**src/rtl/seq_restoring_divider_pkg.sv**
```systemverilog
// Shared definitions for the sequential restoring divider: controller state
// encoding and the default operand / iteration-counter widths.
package seq_restoring_divider_pkg;

  // Default operand width and iteration counter width (2**CNT_W must exceed WIDTH)
  localparam int DEFAULT_WIDTH = 8;
  localparam int DEFAULT_CNT_W = 4;

  // Controller states: idle, iterating one quotient bit per clock, and the
  // single-cycle finish state that carries the done pulse
  typedef enum logic [1:0] {
    IDLE = 2'b00,
    RUN  = 2'b01,
    FIN  = 2'b10
  } state_t;

endpackage

```
**src/rtl/ripple_borrow_sub.sv**
```systemverilog
// Parameterised ripple-borrow subtractor: diff = a - b - bin, built from a
// chain of 1-bit full subtractors. bout=1 means the unsigned result wrapped.
module ripple_borrow_sub
  import seq_restoring_divider_pkg::*;
#(
  parameter int WIDTH = DEFAULT_WIDTH
) (
  output logic [WIDTH-1:0] diff,
  output logic             bout,
  input  logic [WIDTH-1:0] a,
  input  logic [WIDTH-1:0] b,
  input  logic             bin
);

  // borrow[i] is the borrow into bit i; borrow[WIDTH] leaves the top bit
  logic [WIDTH:0] borrow;

  assign borrow[0] = bin;

  for (genvar i = 0; i < WIDTH; i++) begin : g_bit
    assign diff[i]       = a[i] ^ b[i] ^ borrow[i];
    assign borrow[i + 1] = (~a[i] & b[i]) | (~a[i] & borrow[i]) | (b[i] & borrow[i]);
  end

  assign bout = borrow[WIDTH];

endmodule

```
**src/rtl/seq_restoring_divider.sv**
```systemverilog
// Iterative unsigned restoring divider. One quotient bit is produced per
// clock by trial-subtracting the divisor from the shifted partial remainder
// in a ripple-borrow subtractor and either committing or restoring.
module seq_restoring_divider
  import seq_restoring_divider_pkg::*;
#(
  parameter int WIDTH = DEFAULT_WIDTH,
  parameter int CNT_W = DEFAULT_CNT_W
) (
  input  logic             clk,
  input  logic             rst_n,
  input  logic             start,
  input  logic [WIDTH-1:0] dividend,
  input  logic [WIDTH-1:0] divisor,
  output logic             busy,
  output logic             done,
  output logic [WIDTH-1:0] quotient,
  output logic [WIDTH-1:0] remainder,
  output logic             div_by_zero
);

  // Counter value seen on the edge that performs the final iteration
  localparam logic [CNT_W-1:0] LAST_ITER = CNT_W'(WIDTH - 1);

  state_t           state;
  logic [WIDTH-1:0] q_reg;
  logic [WIDTH-1:0] d_reg;
  logic [WIDTH-1:0] r_reg;
  logic [CNT_W-1:0] cnt;

  logic [WIDTH:0]   partial;
  logic [WIDTH-1:0] diff;
  logic             borrow_out;
  logic             qbit;
  logic [WIDTH-1:0] r_next;
  logic [WIDTH-1:0] q_next;

  // Partial remainder shifted left with the next dividend bit brought in.
  // Its top bit is outside the subtractor: when set, the partial value is
  // already at least 2**WIDTH and therefore certainly exceeds the divisor.
  assign partial = {r_reg, q_reg[WIDTH-1]};

  ripple_borrow_sub #(
    .WIDTH(WIDTH)
  ) u_sub (
    .diff(diff),
    .bout(borrow_out),
    .a   (partial[WIDTH-1:0]),
    .b   (d_reg),
    .bin (1'b0)
  );

  // The trial subtraction succeeds when the partial value is wide enough on
  // its own or the subtractor did not borrow; otherwise restore the remainder
  assign qbit   = partial[WIDTH] | ~borrow_out;
  assign r_next = qbit ? diff : partial[WIDTH-1:0];
  assign q_next = {q_reg[WIDTH-2:0], qbit};

  // Controller, operand shift registers, iteration counter and result registers
  always_ff @(posedge clk or negedge rst_n) begin
    if (!rst_n) begin
      state       <= IDLE;
      q_reg       <= '0;
      d_reg       <= '0;
      r_reg       <= '0;
      cnt         <= '0;
      busy        <= 1'b0;
      done        <= 1'b0;
      quotient    <= '0;
      remainder   <= '0;
      div_by_zero <= 1'b0;
    end else begin
      done <= 1'b0;
      case (state)
        IDLE, FIN: begin
          if (start) begin
            q_reg <= dividend;
            d_reg <= divisor;
            r_reg <= '0;
            cnt   <= '0;
            if (divisor == '0) begin
              state       <= FIN;
              busy        <= 1'b0;
              done        <= 1'b1;
              quotient    <= '1;
              remainder   <= dividend;
              div_by_zero <= 1'b1;
            end else begin
              state <= RUN;
              busy  <= 1'b1;
            end
          end else begin
            state <= IDLE;
            busy  <= 1'b0;
          end
        end
        RUN: begin
          r_reg <= r_next;
          q_reg <= q_next;
          cnt   <= cnt + CNT_W'(1);
          if (cnt == LAST_ITER) begin
            state       <= FIN;
            busy        <= 1'b0;
            done        <= 1'b1;
            quotient    <= q_next;
            remainder   <= r_next;
            div_by_zero <= 1'b0;
          end
        end
        default: begin
          state <= IDLE;
          busy  <= 1'b0;
        end
      endcase
    end
  end

endmodule

```
**config.mk**
```make
export PLATFORM = sky130hd
export DESIGN_NAME = seq_restoring_divider
export DESIGN_NICKNAME = d
export VERILOG_FILES = /design/src/rtl/seq_restoring_divider_pkg.sv /design/src/rtl/ripple_borrow_sub.sv /design/src/rtl/seq_restoring_divider.sv
export SDC_FILE = /design/constraint.sdc
export NUM_CORES = 1
export LEC_CHECK = 0
export ABC_AREA = 1
export CAP_MARGIN = 30
export CORE_UTILIZATION = 53
export CTS_CLUSTER_SIZE = 25
export DETAILED_ROUTE_END_ITERATION = 6
export GPL_ROUTABILITY_DRIVEN = 0
export PLACE_DENSITY = 0.79
export SYNTH_ARGS = -nofsm -noshare
export SYNTH_HDL_FRONTEND = slang
export SYNTH_SLANG_ARGS = --single-unit
```
**constraint.sdc**
```tcl
create_clock -name clk -period 5.1 [get_ports clk]
set_clock_uncertainty 0.15 [all_clocks]
set_input_delay 0.765 -clock clk [delete_from_list [all_inputs] [get_ports clk]]
set_output_delay 0.765 -clock clk [all_outputs]
set_load 0.03 [all_outputs]
```
; After elaboration in Yosys (flattened, before gate mapping)
; Cells that the tools add are included.
[op_classes]
add_sub_neg = 1
eq_ne = 6
muxes = 30
bitwise = 61
n_reduce_logical = 7
[ops]
columns = operator, n
row1 = $mux W8, 9
row2 = $pmux W8 S2, 4
row3 = $and A1 B1 Y1, 22
row4 = $or A1 B1 Y1, 15
row5 = $xor A1 B1 Y1, 15
row6 = $not A1 Y1, 9
row7 = $logic_not A8 Y1, 1
row8 = $mux W1, 8
row9 = $pmux W4 S2, 1
row10 = $mux W2, 3
row11 = $ne A2 B2 Y1 const B, 3
row12 = $pmux W1 S2, 3
row13 = $add A4 B1 Y4 const B, 1
row14 = $eq A4 B3 Y1 const B, 1
row15 = $mux W4, 1
row16 = $pmux W2 S2, 1
row17 = $reduce_and A2 Y1, 2
row18 = $reduce_and A4 Y1, 1
row19 = $eq A2 B1 Y1 const B, 1
row20 = $eq A2 B2 Y1 const B, 1
row21 = $logic_not A2 Y1, 1
row22 = $reduce_bool A2 Y1, 1
row23 = $reduce_or A2 Y1, 1
[totals]
register_bits = 49
input_bits = 19
output_inout_bits = 19
wordCells = 115

; Depth between registers and ports, before layout
; Gate-level depths: netlist of run 1.
[depth]
depth_word = 28
ltp_mapped = 15
depth_no_buf = 15

; Cells and area by module
; From an unflattened synthesis of run 1, not the netlist that was laid out.
[hier_totals]
cells_unflattened = 274
hier_area_um2 = 2438.6
[modules_own_cells]
columns = mod, instances, cells_per_inst, area_each_um2, seq_area_each_um2
row1 = seq_restoring_divider, 1, 248, 2210.9, 1226.2
row2 = ripple_borrow_sub, 1, 26, 227.7, 0.0

; Least setup slack after synthesis of run 1
; OpenSTA, ideal clock, no wires.
[synth_path]
path_type = reg-to-reg
startpoint = reg q_reg[7]
endpoint = reg remainder[0]
setup_time_ns = 0.117
arrival_time_ns = 3.686
required_ns = 4.833
slack_ns = 1.146
stages_incl_launch_ff = 16
n_path_buf = 0
synth_period_minus_slack_ns = 3.954
path_cell_list = dfrtp_1 -> inv_1 -> ha_1 -> fa_1 -> fa_1 -> fa_1 -> fa_1 -> fa_1 -> fa_1 -> fa_1 -> nand2_2 -> nor2_2 -> nand2_1 -> nand3_1 -> nand2_1 -> nand2_1
[synth_between]
elab_chain_cells = 28
word_cells_on_any_way = 36
cone_classes = 3 x mux / 33 x bitwise
[synth_lines]
columns = item, line
row1 = start: declaration, seq_restoring_divider.sv:26  ; logic [WIDTH-1:0] q_reg;
row2 = start signal: assignment, seq_restoring_divider.sv:77  ; q_reg <= dividend;
row3 = start signal: assignment, seq_restoring_divider.sv:99  ; q_reg <= q_next;
row4 = $not A1 Y1, --
row5 = $and A1 B1 Y1 (2 in a row), ripple_borrow_sub.sv:22  ; assign borrow[i + 1] = (~a[i] & b[i]) | (~a[i] & borrow[i]) | (b[i] & borrow[i]);
row6 = $or A1 B1 Y1 (2 in a row), ripple_borrow_sub.sv:22
row7 = $and A1 B1 Y1, ripple_borrow_sub.sv:22
row8 = $or A1 B1 Y1 (2 in a row), ripple_borrow_sub.sv:22
row9 = $and A1 B1 Y1, ripple_borrow_sub.sv:22
row10 = $or A1 B1 Y1 (2 in a row), ripple_borrow_sub.sv:22
row11 = $and A1 B1 Y1, ripple_borrow_sub.sv:22
row12 = (+6 left out), --
row13 = $or A1 B1 Y1 (2 in a row), ripple_borrow_sub.sv:22
row14 = $and A1 B1 Y1, ripple_borrow_sub.sv:22
row15 = $or A1 B1 Y1 (2 in a row), ripple_borrow_sub.sv:22
row16 = $not A1 Y1, seq_restoring_divider.sv:55  ; assign qbit = partial[WIDTH] | ~borrow_out;
row17 = $or A1 B1 Y1, seq_restoring_divider.sv:55
row18 = $mux W8 *, seq_restoring_divider.sv:56  ; assign r_next = qbit ? diff : partial[WIDTH-1:0];
row19 = $mux W8 *, seq_restoring_divider.sv:101  ; if (cnt == LAST_ITER) begin
row20 = $pmux W8 S2 *, seq_restoring_divider.sv:74  ; case (state)
row21 = end signal: assignment, seq_restoring_divider.sv:86  ; remainder <= dividend;
row22 = end signal: assignment, seq_restoring_divider.sv:106  ; remainder <= r_next;
row23 = end: declaration, seq_restoring_divider.sv:18  ; output logic [WIDTH-1:0] remainder,
; Every way passes the cells marked *; elsewhere a longest branch is shown, timed or not. The select of a mux whose other input is x is not followed.
; A chain may end at the register's enable or synchronous reset.

; Final worst setup path of run 1
; Same ends and word-level chain as after synthesis.

==> metrics.yaml, run 1 <==
power:
  power_switching_uw: 954
  power.internal_uw: 1220
  total_power_uw: 2170
  sw_frac_of_total_pct: 43.9
  vdd_drop_max_mv: 0.310
  powerDensity_mw_per_mm2: 740
  leakagePower_uw: 0.00148
  power.share.clock_pct: 15.0
  seq_power_share_pct: 32.0
  combPwrFrac_pct: 52.9
yosys:
  synth-edff-count: 0
  syn_inst: 281
  synth_top_cell_area_share_pct: 51.0
  synth-simple-area-share_pct: 28.4
  synth_area_leaders: "dfrtp_1, nand2_1, nand3_1"
  yosysMostFrequentCell: "nand2_1"
  synth.net_count: 309
  synth.avg_cell_area_um2: 8.56
  yosysSeqAreaShare_pct: 51.0
  synth.top_cells.by_count: "nand2_1, dfrtp_1, nand3_1"
  synthXorXnorAreaFrac_pct: 0
  muxShareOfSynthArea_pct: 0
  synth_compound_gate_area_share_pct: 6.29
  synthFlopType: "dfrtp_1"
  synthArstFlopShare_pct: 100
  yosysWarnings: 0
  synth_area_mm2: 0.00241
  synth_top_family_by_area: "simple AND/OR/NAND/NOR gates"
  synthAdderAreaFrac_pct: 6.86
  synth.distinct_cells: 23
  synth_top_area_cell: "dfrtp_1"
  ys_ff_latch: 49
final_layout:
  syn2layout_area_growth_pct: 22.0
  drive_above_1_share_pct: 6.62
  final_nets: 344
  design_area_mm2: 0.00294
  n_antenna_cell: 0
clock_tree:
  numCtsBuffers: 5
  ctsHoldBuffers: 0
  postCtsSetupBuffers: 0
  clk_path_buf_depth: 2
  post_cts_resized: 0
  cts_sinks: 49
  htree_levels: 2
  cts_tree: "done"
  root_buffer: "clkbuf_8"
  clkSlewWorstSetupHoldPaths_ns: 0.09
  clock_latency_ns: 0.30
worst_setup_path:
  crit_chain: "inv_1 > ha_1 > fa_1 > fa_1 > fa_1 > fa_1 > fa_1 > fa_1 > fa_1 > nand2_2 > nor2_2 > nand2_1 > nand3_1 > nand2_1 > nand2_1"
  slowest_stage: "fa_1"
  reg2reg_setup_slack_ns: 0.79
  path_class: "register to register"
  reg2reg_to: "remainder[0]$_DFFE_PN0P_"
  crit_path_max_incr_delay_ns: 0.40
  crit_path_end_kind: "register"
  critPathMaxFanout: 10
  r2r_start: "q_reg[7]$_DFFE_PN0P_"
  crit_arrival_ns: 4.36
  rr_worst_depth: 15
  critPathMostFrequentCell: "fa_1"
  cp.required_ns: 5.15
  critPathLaunchType: "register"
routing:
  drc: 0
  routedWlPerCell_um: 13.3
  dr.pass1.iters: 4
  drtIter0Drc: 196
  postRouteAntennaNets: 0
  via_per_inst: 5.17
  totalWireLength_um: 4920
  vias: 1909
timing:
  slew-limit-headroom_pct: 55.8
  setup_viol: 0
  period_minus_slack_ns: 4.31
  rsz0062_at_grt: "false"
  max_freq_mhz: 232
  fin_ws_ns: 0.791
  worstMarginPinSlew_ns: 0.662
  fin_tns_setup_ns: 0
  hold_viol: 0
  finalMaxSlewViolations: 0
  finalCritPeriodShare_pct: 84.5
grt:
  grt_max_degree: 33
  grt_pass1_wl_um: 8360
  antenna_found_initial: 0
  overflow: 0
  grt_use_total_pct: 22.2
  grt_pass1_vias: 1724
outcome:
  status: "finished, final reports clean"
floorplan:
  start_util_pct: 55.3
  pin_count: 38
  dieHeight_um: 69.4
  core_mm2: 0.00435
  dieArea_mm2: 0.00481
  rows: 24
  die_x_um: 69.4
place:
  hpwl_um: 3440
  place_ws_ns: 0.828
  post_dp_cell_area_mm2: 0.00280
  portBuffers: 37
worst_hold_path:
  hold_path_class: "input pin to asynchronous set/reset pin"
flow_run:
  drv_cap: 0
## final cells by class
class,count,area (um2)
multi-input combinational,190,1000
tap,52,65.1
timing repair buffer,38,385
fill,375,1420
sequential,49,1230
clock inverter,3,65.1
clock buffer,5,68.8
inverter,32,125
## per-layer routing
| layer | up-vias | global-route usage (%) | wire length [um] | part of all wire, % |
|---|---|---|---|---|
| met1 | 878 | 32.7 | 2330 | 47 |
| met3 | 8 | 3.20 | 284 | 5.8 |
| met4 | 0 | 7.26 | 68 | 1.4 |
| met5 | - | 0 | 0 | 0 |
| met2 | 67 | 34.1 | 2240 | 46 |
| li1 | 956 | - | - | - |
## critical path: cells and delay by family, from the launching register on
kind / cells / cell delay [ns]
adders and majority gates: 8 / 2.96
and+or+nand+nor: 6 / 0.69
DFF: 1 / 0.36
buffers and inverters: 1 / 0.06
## stage by stage
step	std cells	utilization, %	hold WS [ns]
after floorplan	281	-	0.300
after global placement	360	63.9	0.312
after detailed placement	361	64.3	0.317
after CTS	369	67.4	0.238
after global routing	369	67.4	0.257
final	369	67.4	0.234
## cell usage in the layout (no fill, tap or decap), types with 2 or more instances in the layout
cell / n
nand2_1: 100
dfrtp_1: 49
clkdlybuf4s50_1: 36
nand3_1: 34
inv_1: 29
nor2_1: 15
o211ai_1: 8
o21ai_0: 7
fa_1: 7
clkbuf_8: 5
a21oi_1: 4
a31oi_1: 3
nor2_4: 2
inv_2: 2
nand2_4: 2
nand2_2: 2
ha_1: 2
bufinv_16: 2
## worst max-delay path by stage
stage | startpoint | cells after the start | slack, ns | endpoint
after floorplan | q_reg[7]$_DFFE_PN0P_ | 15 | 1.15 | remainder[0]$_DFFE_PN0P_
after global placement | q_reg[7]$_DFFE_PN0P_ | 15 | 0.96 | remainder[0]$_DFFE_PN0P_
after detailed placement | q_reg[7]$_DFFE_PN0P_ | 15 | 0.83 | remainder[0]$_DFFE_PN0P_
after CTS | q_reg[7]$_DFFE_PN0P_ | 15 | 0.82 | remainder[0]$_DFFE_PN0P_
after global routing | q_reg[7]$_DFFE_PN0P_ | 15 | 0.58 | remainder[5]$_DFFE_PN0P_
final | q_reg[7]$_DFFE_PN0P_ | 15 | 0.79 | remainder[0]$_DFFE_PN0P_
## power groups by stage
stage                     Combinational, uW  Sequential [uW]  Clock [uW]
after floorplan                         709              819           0
after global placement                 1120              694           0
after detailed placement               1150              700           0
after CTS                              1150              695         333
after global routing                   1300              722         347
final                                  1150              696         327
## kinds of logic after synthesis
kind of cell | count (synthesis)
adders and majority gates | 9
AOI/OAI and AO/OA | 24
and+or+nand+nor | 157
DFF | 49
buffers and inverters | 42
Power figures use the tool's default switching activity.
==> run 2, diff against run 1 <==
--- a/config.mk
+++ b/config.mk
@@ -7,11 +7,11 @@
 export LEC_CHECK = 0
 export ABC_AREA = 1
 export CAP_MARGIN = 30
-export CORE_UTILIZATION = 53
+export CORE_UTILIZATION = 48
 export CTS_CLUSTER_SIZE = 25
 export DETAILED_ROUTE_END_ITERATION = 6
 export GPL_ROUTABILITY_DRIVEN = 0
-export PLACE_DENSITY = 0.79
+export PLACE_DENSITY = 0.75
 export SYNTH_ARGS = -nofsm -noshare
 export SYNTH_HDL_FRONTEND = slang
 export SYNTH_SLANG_ARGS = --single-unit
==> constraint.sdc (replaced) <==
create_clock -name clk -period 3.6 [get_ports clk]
set_clock_uncertainty 0.15 [all_clocks]
set_input_delay 0.54 -clock clk [delete_from_list [all_inputs] [get_ports clk]]
set_output_delay 0.54 -clock clk [all_outputs]
set_load 0.03 [all_outputs]
==> run 2 against run 1 <==
- fmax rose by 13%
- critical endpoint unchanged
- first-iteration DRC count fell by 45%
- wire length rose by 7.8%
- the flow now finishes with violations (hold timing, setup timing)
- sequential share of layout area fell by 2.7 points
- largest cell class unchanged
- register-to-register slack got worse by 1.0 ns
- sequential power rose by 44%
- critical path depth fell by 1
- worst setup slack got worse by 1.0 ns
- cell count rose by 7.3%
- highest routed layer unchanged
==> metrics.yaml, run 2 (same netlist as run 1, synthesis figures left out) <==
outcome:
  status: "complete, but fails checks"
  failed_checks: "hold timing, setup timing"
floorplan:
  pin_count: 38
  start_util_pct: 50.3
  die_x_um: 72.8
  dieHeight_um: 72.8
  core_mm2: 0.00479
  rows: 25
  dieArea_mm2: 0.00530
timing:
  fin_ws_ns: -0.226
  whs_ns: -0.00105
  hold_viol: 1
  finalMaxSlewViolations: 0
  worstMarginPinSlew_ns: 0.699
  fin_tns_setup_ns: -3.10
  setup_viol: 18
  slew-limit-headroom_pct: 53.3
  period_minus_slack_ns: 3.83
  rsz0062_at_grt: "true"
  finalCritPeriodShare_pct: 106
  max_freq_mhz: 261
place:
  hpwl_um: 3590
  placed_cells: 381
  place_ws_ns: -0.210
  portBuffers: 37
routing:
  postRouteAntennaNets: 0
  drc: 0
  routedWlPerCell_um: 13.4
  via_per_inst: 5.08
  vias: 2010
  totalWireLength_um: 5300
  drtIter0Drc: 108
  dr.pass1.iters: 4
clock_tree:
  clock_latency_ns: 0.31
  cts_sinks: 49
  numCtsBuffers: 5
  root_buffer: "clkbuf_8"
  clkSlewWorstSetupHoldPaths_ns: 0.10
  clk_path_buf_depth: 2
  ctsHoldBuffers: 0
  cts_tree: "done"
  htree_levels: 2
final_layout:
  seq_area_mm2: 0.00123
  final_cell_mix: "nand2_1, dfrtp_1, clkdlybuf4s50_1, inv_1, nand3_1"
  final_nets: 356
  drive_above_1_share_pct: 17.3
  n_antenna_cell: 0
  multi_input_area_mm2: 0.00112
  syn2layout_area_growth_pct: 30.5
  n_fill_cell: 420
  fin_util_pct: 65.6
  stdcell_count: 396
  final_common_cell: "nand2_1"
worst_setup_path:
  crit_path_max_incr_delay_ns: 0.42
  slowest_stage: "dfrtp_1"
  cp.required_ns: 3.71
  cp_top_family: "adder cells"
  crit_path_end_kind: "register"
  critPathMaxFanout: 5
  crit_chain: "ha_4 > fa_2 > fa_2 > fa_2 > fa_2 > fa_2 > fa_2 > fa_2 > nand2_4 > buf_4 > nand3_2 > nand3_1 > nand2_1 > nand2_1"
  path_buf_inv: 1
  crit_arrival_ns: 3.93
  critPathLaunchType: "register"
  path_class: "register to register"
  critPathMostFrequentCell: "fa_2"
grt:
  grt_use_total_pct: 22.4
  grt_max_degree: 32
  overflow: 0
  grt_pass1_wl_um: 8830
  antenna_found_initial: 0
  grt_pass1_vias: 1859
power:
  power.share.clock_pct: 12.3
  power.internal_uw: 1850
  power_switching_uw: 1520
  vdd_drop_max_mv: 0.502
  powerDensity_mw_per_mm2: 1070
  leakagePower_uw: 0.00155
  seq_power_share_pct: 29.6
  combPwrFrac_pct: 58.1
  sw_frac_of_total_pct: 45.0
worst_hold_path:
  hold_path_class: "input pin to asynchronous set/reset pin"
flow_run:
  drv_cap: 0
==> run 2: cell type report <==
type / instances / area share (%)
Sequential cell: 49 / 39.0
Timing Repair Buffer: 48 / 14.9
Clock inverter: 2 / 1.20
Inverter: 32 / 3.98
Tap cell: 67 / 2.67
Multi-Input combinational cell: 192 / 35.6
Clock buffer: 6 / 2.63
==> run 2: worst reg2reg max path: cells and delay by family (launching register included) <==
family,cells,cell delay (ns)
buf+inv,1,0.14
flops,1,0.42
simple gates,5,0.46
fa+ha+maj,8,2.64
==> run 2: metrics by stage <==
step | power [uW] | area (um2) | hold WS, ns
3_3_place_gp | 2660 | 2870 | 0.314
4_1_cts | 3240 | 3070 | 0.0141
5_1_grt | 3650 | 3140 | 0.0314
2_1_floorplan | 2210 | 2440 | 0.0944
3_5_place_dp | 2710 | 2890 | 0.316
6_report | 3370 | 3140 | -0.00105
==> run 2: routing by layer <==
metal	routed length (um)	part of all wire, %	track usage, %
met3	193	3.6	4.97
met2	2450	46	32.5
met1	2540	48	33.2
met4	113	2.1	8.28
met5	0	0	0
==> run 2: timing repair <==
item,4_1_cts,5_1_grt
setup endpoints to repair,17,18
setup buffers,3,2
cloned,2,0
resized for setup,8,13
pin swaps,6,7
==> run 2: worst paths after layout <==
check / startpoint / endpoint / slack [ns] / depth (start not counted)
max in group asynchronous: rst_n / d_reg[1]$_DFFE_PN0P_ / 2.79 / 2
min in group clk: div_by_zero$_DFFE_PN0P_ / div_by_zero$_DFFE_PN0P_ / 0.34 / 2
worst min register to register: div_by_zero$_DFFE_PN0P_ / div_by_zero$_DFFE_PN0P_ / 0.34 / 2
worst max register to register: d_reg[0]$_DFFE_PN0P_ / remainder[0]$_DFFE_PN0P_ / -0.23 / 14
worst min-delay path: rst_n / quotient[2]$_DFFE_PN0P_ / -0.001 / 1
worst max-delay path: d_reg[0]$_DFFE_PN0P_ / remainder[0]$_DFFE_PN0P_ / -0.23 / 14
==> run 2: power by group through the flow <==
stage               clock network [uW]  logic (uW)  registers (uW)
global placement                     0        1670             990
floorplan                            0        1040            1160
finish                             415        1960             999
CTS                                420        1830             991
global route                       445        2180            1030
detailed placement                   0        1720             998
